===== src/rtl/pll_seq_pkg.sv =====
// Shared types, defaults and width helpers for the PLL lock sequencer.
// BYPASS exists only when PLL_BYPASS_FALLBACK_EN is defined.
package pll_seq_pkg;

  localparam int DEF_RESET_CYCLES = 16;
  localparam int DEF_LOCK_TIMEOUT = 4096;
  localparam int DEF_LOCK_STABLE  = 256;
  localparam int DEF_LOSS_FILTER  = 4;
  localparam int DEF_MAX_RETRIES  = 3;

  typedef enum logic [2:0] {
    HOLD      = 3'd0,
    WAIT_LOCK = 3'd1,
    SETTLE    = 3'd2,
    RUN       = 3'd3,
    FAIL      = 3'd4,
    FAULT     = 3'd5
`ifdef PLL_BYPASS_FALLBACK_EN
    ,
    BYPASS    = 3'd6
`endif
  } state_t;

  // Width able to count 0..max-1 of the largest phase length.
  function automatic int cnt_w(
    input int a,
    input int b,
    input int c,
    input int d
  );
    int m;
    m = a;
    if (b > m) m = b;
    if (c > m) m = c;
    if (d > m) m = d;
    return (m < 2) ? 1 : $clog2(m);
  endfunction

  function automatic int rc_w(input int r);
    return (r < 1) ? 1 : $clog2(r + 1);
  endfunction

endpackage


===== src/rtl/pll_lock_sync.sv =====
// Two-flop synchroniser for the asynchronous PLL LOCK output.
// Ports: clk, rst_n (async active-low), d (raw), q (synchronised, reset 0).
module pll_lock_sync (
  input  logic clk,
  input  logic rst_n,
  input  logic d,
  output logic q
);

  logic meta;

  always_ff @(posedge clk or negedge rst_n) begin
    if (!rst_n) begin
      meta <= 1'b0;
      q    <= 1'b0;
    end else begin
      meta <= d;
      q    <= meta;
    end
  end

endmodule


===== src/rtl/pll_lock_sequencer.sv =====
// Power-up / relock sequencer for SB_PLL40_CORE in the REFERENCECLK domain.
// Ports: REFERENCECLK, RESET (async low), pll_lock, restart -> pll_resetb,
// pll_bypass, pll_ready, fault, lock_lost, retry_count.
// Macro PLL_BYPASS_FALLBACK_EN: exhausted retries fall back to BYPASS.
module pll_lock_sequencer
  import pll_seq_pkg::*;
#(
  parameter int RESET_CYCLES = DEF_RESET_CYCLES,
  parameter int LOCK_TIMEOUT = DEF_LOCK_TIMEOUT,
  parameter int LOCK_STABLE  = DEF_LOCK_STABLE,
  parameter int LOSS_FILTER  = DEF_LOSS_FILTER,
  parameter int MAX_RETRIES  = DEF_MAX_RETRIES
) (
  input  logic                          REFERENCECLK,
  input  logic                          RESET,
  input  logic                          pll_lock,
  input  logic                          restart,
  output logic                          pll_resetb,
  output logic                          pll_bypass,
  output logic                          pll_ready,
  output logic                          fault,
  output logic                          lock_lost,
  output logic [rc_w(MAX_RETRIES)-1:0] retry_count
);

  localparam int RCW = rc_w(MAX_RETRIES);
  localparam int CW  = cnt_w(RESET_CYCLES, LOCK_TIMEOUT,
                             LOCK_STABLE, LOSS_FILTER);

  localparam logic [CW-1:0] HOLD_LAST = CW'(RESET_CYCLES - 1);
  localparam logic [CW-1:0] TO_LAST   = CW'(LOCK_TIMEOUT - 1);
  localparam logic [CW-1:0] STB_LAST  = CW'(LOCK_STABLE - 1);
  localparam logic [CW-1:0] LF_LAST   = CW'(LOSS_FILTER - 1);
  localparam logic [RCW-1:0] RC_MAX   = RCW'(MAX_RETRIES);

  state_t        st;
  logic [CW-1:0] cnt;
  logic          lock_s;

  pll_lock_sync u_sync (
    .clk   (REFERENCECLK),
    .rst_n (RESET),
    .d     (pll_lock),
    .q     (lock_s)
  );

`ifndef PLL_BYPASS_FALLBACK_EN
  assign pll_bypass = 1'b0;
`endif

  always_ff @(posedge REFERENCECLK or negedge RESET) begin
    if (!RESET) begin
      st          <= HOLD;
      cnt         <= '0;
      pll_resetb  <= 1'b0;
      pll_ready   <= 1'b0;
      fault       <= 1'b0;
      lock_lost   <= 1'b0;
      retry_count <= '0;
`ifdef PLL_BYPASS_FALLBACK_EN
      pll_bypass  <= 1'b0;
`endif
    end else begin
      lock_lost <= 1'b0;
      if (restart) begin
        st          <= HOLD;
        cnt         <= '0;
        pll_resetb  <= 1'b0;
        pll_ready   <= 1'b0;
        fault       <= 1'b0;
        retry_count <= '0;
`ifdef PLL_BYPASS_FALLBACK_EN
        pll_bypass  <= 1'b0;
`endif
      end else begin
        unique case (st)
          HOLD: begin
            if (cnt == HOLD_LAST) begin
              st         <= WAIT_LOCK;
              cnt        <= '0;
              pll_resetb <= 1'b1;
            end else begin
              cnt <= cnt + 1'b1;
            end
          end
          WAIT_LOCK: begin
            // lock is checked first so it wins on the timeout cycle
            if (lock_s) begin
              st  <= SETTLE;
              cnt <= '0;
            end else if (cnt == TO_LAST) begin
              st         <= FAIL;
              cnt        <= '0;
              pll_resetb <= 1'b0;
            end else begin
              cnt <= cnt + 1'b1;
            end
          end
          SETTLE: begin
            if (!lock_s) begin
              st         <= FAIL;
              cnt        <= '0;
              pll_resetb <= 1'b0;
            end else if (cnt == STB_LAST) begin
              st        <= RUN;
              cnt       <= '0;
              pll_ready <= 1'b1;
            end else begin
              cnt <= cnt + 1'b1;
            end
          end
          RUN: begin
            if (lock_s) begin
              cnt <= '0;
            end else if (cnt == LF_LAST) begin
              // loss of lock is a fresh start, not a failed attempt
              st          <= HOLD;
              cnt         <= '0;
              pll_ready   <= 1'b0;
              pll_resetb  <= 1'b0;
              lock_lost   <= 1'b1;
              retry_count <= '0;
            end else begin
              cnt <= cnt + 1'b1;
            end
          end
          FAIL: begin
            cnt <= '0;
            if (retry_count == RC_MAX) begin
              fault <= 1'b1;
`ifdef PLL_BYPASS_FALLBACK_EN
              st         <= BYPASS;
              pll_bypass <= 1'b1;
              pll_ready  <= 1'b1;
`else
              st <= FAULT;
`endif
            end else begin
              st          <= HOLD;
              retry_count <= retry_count + 1'b1;
            end
          end
          FAULT: begin
          end
`ifdef PLL_BYPASS_FALLBACK_EN
          BYPASS: begin
          end
`endif
          default: begin
            st  <= HOLD;
            cnt <= '0;
          end
        endcase
      end
    end
  end

endmodule


===== config.mk =====
export PLATFORM = sky130hd
export DESIGN_NAME = pll_lock_sequencer
export DESIGN_NICKNAME = d
export VERILOG_FILES = /design/src/rtl/pll_seq_pkg.sv /design/src/rtl/pll_lock_sync.sv /design/src/rtl/pll_lock_sequencer.sv
export SDC_FILE = /design/constraint.sdc
export NUM_CORES = 1
export LEC_CHECK = 0
export BUFFER_PORTS_ARGS = -buffer_cell sky130_fd_sc_hd__buf_2
export CORE_ASPECT_RATIO = 1.2
export CORE_MARGIN = 2
export CORE_UTILIZATION = 35
export DETAILED_ROUTE_END_ITERATION = 6
export PLACE_DENSITY = 0.57
export SLEW_MARGIN = 20
export SYNTH_ARGS = -nofsm -noshare
export SYNTH_HDL_FRONTEND = slang
export SYNTH_SLANG_ARGS = --single-unit

===== constraint.sdc =====
create_clock -name REFERENCECLK -period 2.3 [get_ports REFERENCECLK]
set_input_delay 0 -clock REFERENCECLK [delete_from_list [all_inputs] [get_ports REFERENCECLK]]
set_output_delay 0 -clock REFERENCECLK [all_outputs]
set_load 0.01 [all_outputs]

==> results of run 1 <==
-- what timing repair did --
item | CTS | global route
hold endpoints to repair | 24 | 0
setup buffers | 0 | 0
hold buffers | 2 | 0
-- logic make-up after synthesis --
group           Yosys count  share of synthesized area (%)
compound gates           33                           19.5
xor+xnor                  2                           1.21
fa+ha+maj                 2                           1.73
buf+inv                  14                           5.19
flops                    23                           39.8
mux                       2                           1.39
other cells               1                          0.259
simple gates             80                           30.9
-- final timing paths --
path,to,startpoint,slack [ns],cells past startpoint
max in group asynchronous,cnt[10],RESET,1.73,2
min in group asynchronous,cnt[7],RESET,0.22,2
setup / recovery,cnt[3],cnt[0],0.20,6
hold reg to reg,u_sync.q,u_sync.meta,0.36,0
hold / removal,st[0],restart,0.02,2
setup reg to reg,cnt[3],cnt[0],0.20,6
-- layout make-up --
| class | count | share of cell area (%) |
|---|---|---|
| clock buffer | 3 | 2.52 |
| clock inverter | 1 | 0.305 |
| inverter | 4 | 0.916 |
| multi-input combinational | 120 | 48.5 |
| sequential | 23 | 35.1 |
| tap | 54 | 4.12 |
| timing repair buffer | 21 | 8.55 |
-- power groups by stage --
stage               combinational, mW  sequential (mW)  clock, mW
floorplan                      0.0284            0.422          0
global placement               0.0375            0.425          0
detailed placement             0.0390            0.426          0
CTS                            0.0416            0.418      0.270
global route                   0.0464            0.419      0.291
finish                         0.0399            0.418      0.263
-- metal layers --
metal	routed length (um)	track usage, %	part of all wire, %	up-vias
li1	-	-	-	614
met1	1500	19.2	47	599
met2	1560	27.2	49	12
met3	57	1.97	1.8	5
met4	44	5.68	1.4	0
met5	0	0	0	-
-- layout by cell type (no fill, tap or decap), types with 2 or more instances in the layout --
| cell type | n |
|---|---|
| a21o_1 | 2 |
| a21oi_1 | 5 |
| a22o_1 | 2 |
| a22oi_1 | 2 |
| and3_1 | 2 |
| and4bb_1 | 2 |
| buf_2 | 9 |
| buf_4 | 10 |
| clkbuf_8 | 3 |
| dfrtp_1 | 23 |
| dlygate4sd3_1 | 2 |
| ha_1 | 2 |
| inv_1 | 4 |
| mux2i_1 | 2 |
| nand2_1 | 17 |
| nand2_2 | 2 |
| nand2b_1 | 3 |
| nand3_1 | 14 |
| nand3b_1 | 2 |
| nand4_1 | 4 |
| nor2_1 | 10 |
| nor2b_1 | 2 |
| nor3_1 | 11 |
| nor4_2 | 2 |
| o211ai_1 | 2 |
| o21ai_0 | 2 |
| o311ai_1 | 4 |
| or2_2 | 3 |
| or3_1 | 2 |
| xnor2_1 | 2 |
-- sequential cells by signal, indices dropped and copies added (netlist names) --
signal,flops
fault,1
u_sync.q,1
pll_resetb,1
st,3
cnt,12
retry_count,2
pll_ready,1
lock_lost,1
u_sync.meta,1
==> results.sh, run 1 <==
export IMPL_status="finished, final reports clean"
export IMPL_cts_tree="yes"
export IMPL_synth_area_leaders="dfrtp_1 40%, nand3_1 4.8%, nand2_1 4.4%"
export IMPL_root_buffer="clkbuf_8"
export IMPL_dr_pass1_iters=4
export IMPL_synth_nets=163
export IMPL_cts_buffers_inserted=3
export IMPL_num_vias=1230
export IMPL_max_freq_ghz=0.476
export IMPL_critPathTopFamily="compound AO/OA/AOI/OAI gates"
export IMPL_dp_cells=220
export IMPL_drc=0
export IMPL_htreeDepth=1
export IMPL_power_mw=0.720
export IMPL_slowest_delay_ns=0.39
export IMPL_worst_slack_ns=0.201
export IMPL_yosysWarnings=0
export IMPL_dp_slack_ns=0.191
export IMPL_clockBufferDepth=2
export IMPL_async_reset_ff_share_pct=100
export IMPL_rsz0062_at_grt="false"
export IMPL_stdcell_area_um2=1640
export IMPL_fin_util_pct=41.6
export IMPL_grt_max_degree=24
export IMPL_synth_avg_cell_area_um2=9.20
export IMPL_p_leak_nw=0.682
export IMPL_synth_cells=157
export IMPL_yosysMostFrequentCell="dfrtp_1"
export IMPL_synth_distinct_cells=49
export IMPL_nets=179
export IMPL_fin_setup_tns_ns=0
export IMPL_drv_cap=0
export IMPL_layout_drive_gt1_share_pct=22.7
export IMPL_critPathKind="reg -> reg"
export IMPL_num_rows=25
export IMPL_syn_to_final_growth_pct=13.4
export IMPL_p_int_mw=0.546
export IMPL_swShare_pct=24.1
export IMPL_start_kind="flop"
export IMPL_post_cts_resize_count=0
export IMPL_relSlewSlack_pct=61.5
export IMPL_crit_required_ns=2.47
export IMPL_place_hpwl_um=2370
export IMPL_wl_um=3160
export IMPL_diodes=0
export IMPL_synth_edff_count=0
export IMPL_grt_pass1_vias=1213
export IMPL_slowest_stage="dfrtp_1"
export IMPL_start_util_pct=36.7
export IMPL_timing_final_crit_share_pct=91.3
export IMPL_multi_input_area_um2=795
export IMPL_slew_viol_final=0
export IMPL_worstPathCellList="ha_1 -> or3b_1 -> a22oi_1 -> a41oi_2 -> a21o_1 -> a22o_1"
export IMPL_seq_power_share_pct=58.0
export IMPL_hold_class="in -> reg"
export IMPL_seqCellArea_um2=576
export IMPL_post_dp_cell_area_um2=1570
export IMPL_worst_path_buf_inv=0
export IMPL_cp_end_kind="flop"
export IMPL_die_w_um=62.7
export IMPL_fin_crit_ns=2.10
export IMPL_drt_iter0_drc=39
export IMPL_setup_violations=0
export IMPL_yosys_area_top_type="dfrtp_1"
export IMPL_arrival_ns=2.27
export IMPL_ant_nets=0
export IMPL_die_area_um2=4660
export IMPL_whs_ns=0.0223
export IMPL_synth_ff_type="dfrtp_1"
export IMPL_via_per_inst=5.44
export IMPL_finalNonFillerCells=226
export IMPL_grt_util_all_layers_pct=15.3
export IMPL_clock_power_share_pct=36.5
export IMPL_path_max_fanout=12
export IMPL_clock_skew_ns=0.00662
export IMPL_fillers=419
export IMPL_seq_area_frac_synth_pct=39.8
export IMPL_hold_violations=0
export IMPL_synth_top_area_share_pct=39.8
export IMPL_tightestPinTransition_ns=0.577
export IMPL_fp_dieH_um=74.4
export IMPL_clk_pin_slew_ns=0.09
export IMPL_p_sw_mw=0.174
export IMPL_yosys_register_bits=23
export IMPL_antenna_found_initial=0
export IMPL_core_um2=3940
export IMPL_overflow=0
export IMPL_place_congestion=0.882
export IMPL_mappedNetlistArea_um2=1450
export IMPL_vdd_drop_max_mv=0.190
export IMPL_grt_pass1_wl_um=5710
export IMPL_io_buffers=9
export IMPL_powerDensity_nw_per_um2=439
export IMPL_p_comb_share_pct=5.5
export IMPL_wl_per_cell_um=14.0
export IMPL_clk_latency_ns=0.27
export IMPL_synthTopCellsByCount="23 x dfrtp_1, 17 x nand2_1, 14 x nand3_1"
export IMPL_ios=11
export IMPL_cts_sinks=23
Power figures use the tool's default switching activity.
==> run 2, diff against run 1 <==
Settings changed: ABC_AREA set to 1.
==> run 2 against run 1 <==
Setup slack better by 0.45 ns. Synthesized cell count is 43% higher. Sequential cell count stayed put. Fmax is 27% higher. Clock power is 2% higher. Clock skew is 0.0013 ns higher. Critical path depth is 3 higher.
==> results.sh, run 2 <==
export IMPL_yosys_area_top_type="dfrtp_1"
export IMPL_clk_latency_ns=0.27
export IMPL_synth_cells=225
export IMPL_ios=11
export IMPL_yosys_register_bits=23
export IMPL_ant_nets=0
export IMPL_core_um2=4260
export IMPL_largest_register="cnt"
export IMPL_drt_iter0_drc=74
export IMPL_hold_class="in -> reg"
export IMPL_fillers=450
export IMPL_dr_pass1_iters=4
export IMPL_max_freq_ghz=0.607
export IMPL_die_area_um2=4990
export IMPL_wl_per_cell_um=12.0
export IMPL_fp_dieH_um=77.0
export IMPL_clock_skew_ns=0.00790
export IMPL_drc=0
export IMPL_clk_pin_slew_ns=0.09
export IMPL_cp_common_cell="nand2_1"
export IMPL_layout_drive_gt1_share_pct=15.1
export IMPL_grt_util_all_layers_pct=15.7
export IMPL_slew_viol_final=0
export IMPL_start_util_pct=36.5
export IMPL_synth_area_leaders="dfrtp_1 37%, nand2_1 17%, nand3_1 8.1%"
export IMPL_finalNonFillerCells=294
export IMPL_grt_pass1_wl_um=6150
export IMPL_syn_to_final_growth_pct=10.7
export IMPL_fin_setup_tns_ns=0
export IMPL_slowest_stage="dfrtp_1"
export IMPL_place_congestion=0.847
export IMPL_via_per_inst=4.71
export IMPL_start_kind="flop"
export IMPL_postCtsSetupBuffers=0
export IMPL_mappedNetlistArea_um2=1550
export IMPL_cts_buffers_inserted=3
export IMPL_p_leak_nw=0.884
export IMPL_grt_pass1_vias=1358
export IMPL_seq_area_frac_synth_pct=37.0
export IMPL_synth_ff_type="dfrtp_1"
export IMPL_overflow=0
export IMPL_place_hpwl_um=2700
export IMPL_fin_crit_ns=1.65
export IMPL_seqCellArea_um2=576
export IMPL_wl_um=3530
export IMPL_synth_edff_count=0
export IMPL_setup_violations=0
export IMPL_num_vias=1384
export IMPL_rsz0062_at_grt="false"
export IMPL_clockBufferDepth=2
export IMPL_diodes=0
export IMPL_status="finished, final reports clean"
export IMPL_cts_sinks=23
export IMPL_reg_top3="cnt x12, st x3, retry_count x2"
export IMPL_cp_end_kind="flop"
export IMPL_synth_avg_cell_area_um2=6.91
export IMPL_largest_reg_flops=12
export IMPL_slowest_delay_ns=0.39
export IMPL_drv_cap=0
export IMPL_vdd_drop_max_mv=0.379
export IMPL_async_reset_ff_share_pct=100
export IMPL_relSlewSlack_pct=64.6
export IMPL_final_cell_mix="72 x nand2_1, 25 x nand3_1, 24 x inv_1"
export IMPL_dp_cells=288
export IMPL_htreeDepth=1
export IMPL_worstPathCellList="ha_1 -> nor3b_1 -> nand2_1 -> nand3_1 -> nand2_1 -> nand2_1 -> nand2_4 -> nand3_1 -> nand2_1"
export IMPL_powerDensity_nw_per_um2=719
export IMPL_crit_required_ns=2.46
export IMPL_yosysWarnings=0
export IMPL_synthTopCellsByCount="72 x nand2_1, 25 x nand3_1, 24 x inv_1"
export IMPL_root_buffer="clkbuf_8"
export IMPL_synth_top_area_share_pct=37.0
export IMPL_multi_input_area_um2=847
export IMPL_hold_violations=0
export IMPL_arrival_ns=1.81
export IMPL_die_w_um=64.8
export IMPL_synth_nets=231
export IMPL_antenna_found_initial=0
export IMPL_tightestPinTransition_ns=0.531
export IMPL_cts_tree="yes"
export IMPL_nets=245
export IMPL_num_rows=26
export IMPL_io_buffers=9
export IMPL_timing_final_crit_share_pct=71.6
export IMPL_path_max_fanout=7
export IMPL_synth_distinct_cells=32
export IMPL_critPathKind="reg -> reg"
export IMPL_yosysMostFrequentCell="nand2_1"
export IMPL_layout_commonest_cell="nand2_1"
export IMPL_grt_max_degree=24
## run 2: cell types whose count changed in the layout (fill, tap and decap cells not counted), sizes merged, moves of 9 or more
cell | previous run | this run
nand3 | 14 | 28
o21ai | 4 | 18
buf | 19 | 10
nor2 | 10 | 25
inv | 4 | 28
nand2 | 19 | 75
## run 2: layout make-up
| cell class | count | share of cell area (%) |
|---|---|---|
| tap | 56 | 4.07 |
| inverter | 29 | 6.33 |
| sequential | 23 | 33.5 |
| timing repair buffer | 12 | 4.22 |
| clock buffer | 3 | 2.40 |
| multi-input combinational | 170 | 49.2 |
| clock inverter | 1 | 0.291 |
## run 2: logic make-up (layout without fill, tap and decap cells)
kind of cell	count (synthesis)	after routing	share of synthesized area [%]
AND/OR/NAND/NOR	137	137	41.3
XOR/XNOR	3	3	1.69
other	1	1	0.241
buffers and inverters	32	45	8.45
AO/OA/AOI/OAI	27	27	9.66
adder cells (fa/ha/maj)	2	2	1.61
flip-flops	23	23	37.0
## run 2: timing repair
| item | in CTS | in global routing |
|---|---|---|
| hold buffers | 2 | 0 |
| hold endpoints to repair | 24 | 0 |
| endpoints found under the setup margin | 0 | 0 |
| resized for setup | 0 | 0 |
## run 2: where the power goes
group | switching (mW) | internal, mW | total [mW]
combinational | 0.312 | 0.154 | 0.467
sequential | 0.0495 | 0.455 | 0.504
clock | 0.146 | 0.121 | 0.267
total | 0.507 | 0.730 | 1.24
## run 2: final timing paths
path	slack, ns	to	from	cells past startpoint
max	0.65	cnt[2]	cnt[0]	9
min	0.03	fault	restart	2
max reg2reg	0.65	cnt[2]	cnt[0]	9
min reg2reg	0.35	u_sync.q	u_sync.meta	0
max in group asynchronous	1.71	st[1]	RESET	2
min in group asynchronous	0.23	cnt[4]	RESET	2
## run 2: layer usage
layer	global-route usage [%]	vias to the layer above	share of wire [%]
met5	0	-	0
met4	5.74	0	1.5
met3	2.20	4	1.5
met2	26.9	11	49
met1	19.7	623	48
li1	-	746	-
## run 2: critical path, delay by kind of cell (launching register included)
family | cells | cell delay (ns)
adders and majority gates | 1 | 0.22
DFF | 1 | 0.39
and+or+nand+nor | 8 | 0.94
## run 2: through the flow
stage	utilization (%)	setup slack (ns)	hold slack, ns	area (um^2)	power [mW]
2_1_floorplan	-	0.843	-0.296	1550	0.865
3_3_place_gp	38.8	0.658	0.0114	1650	0.978
3_5_place_dp	38.8	0.655	0.0167	1650	0.980
4_1_cts	40.4	0.643	0.0230	1720	1.25
5_1_grt	40.4	0.444	0.0349	1720	1.33
6_report	40.4	0.653	0.0275	1720	1.24
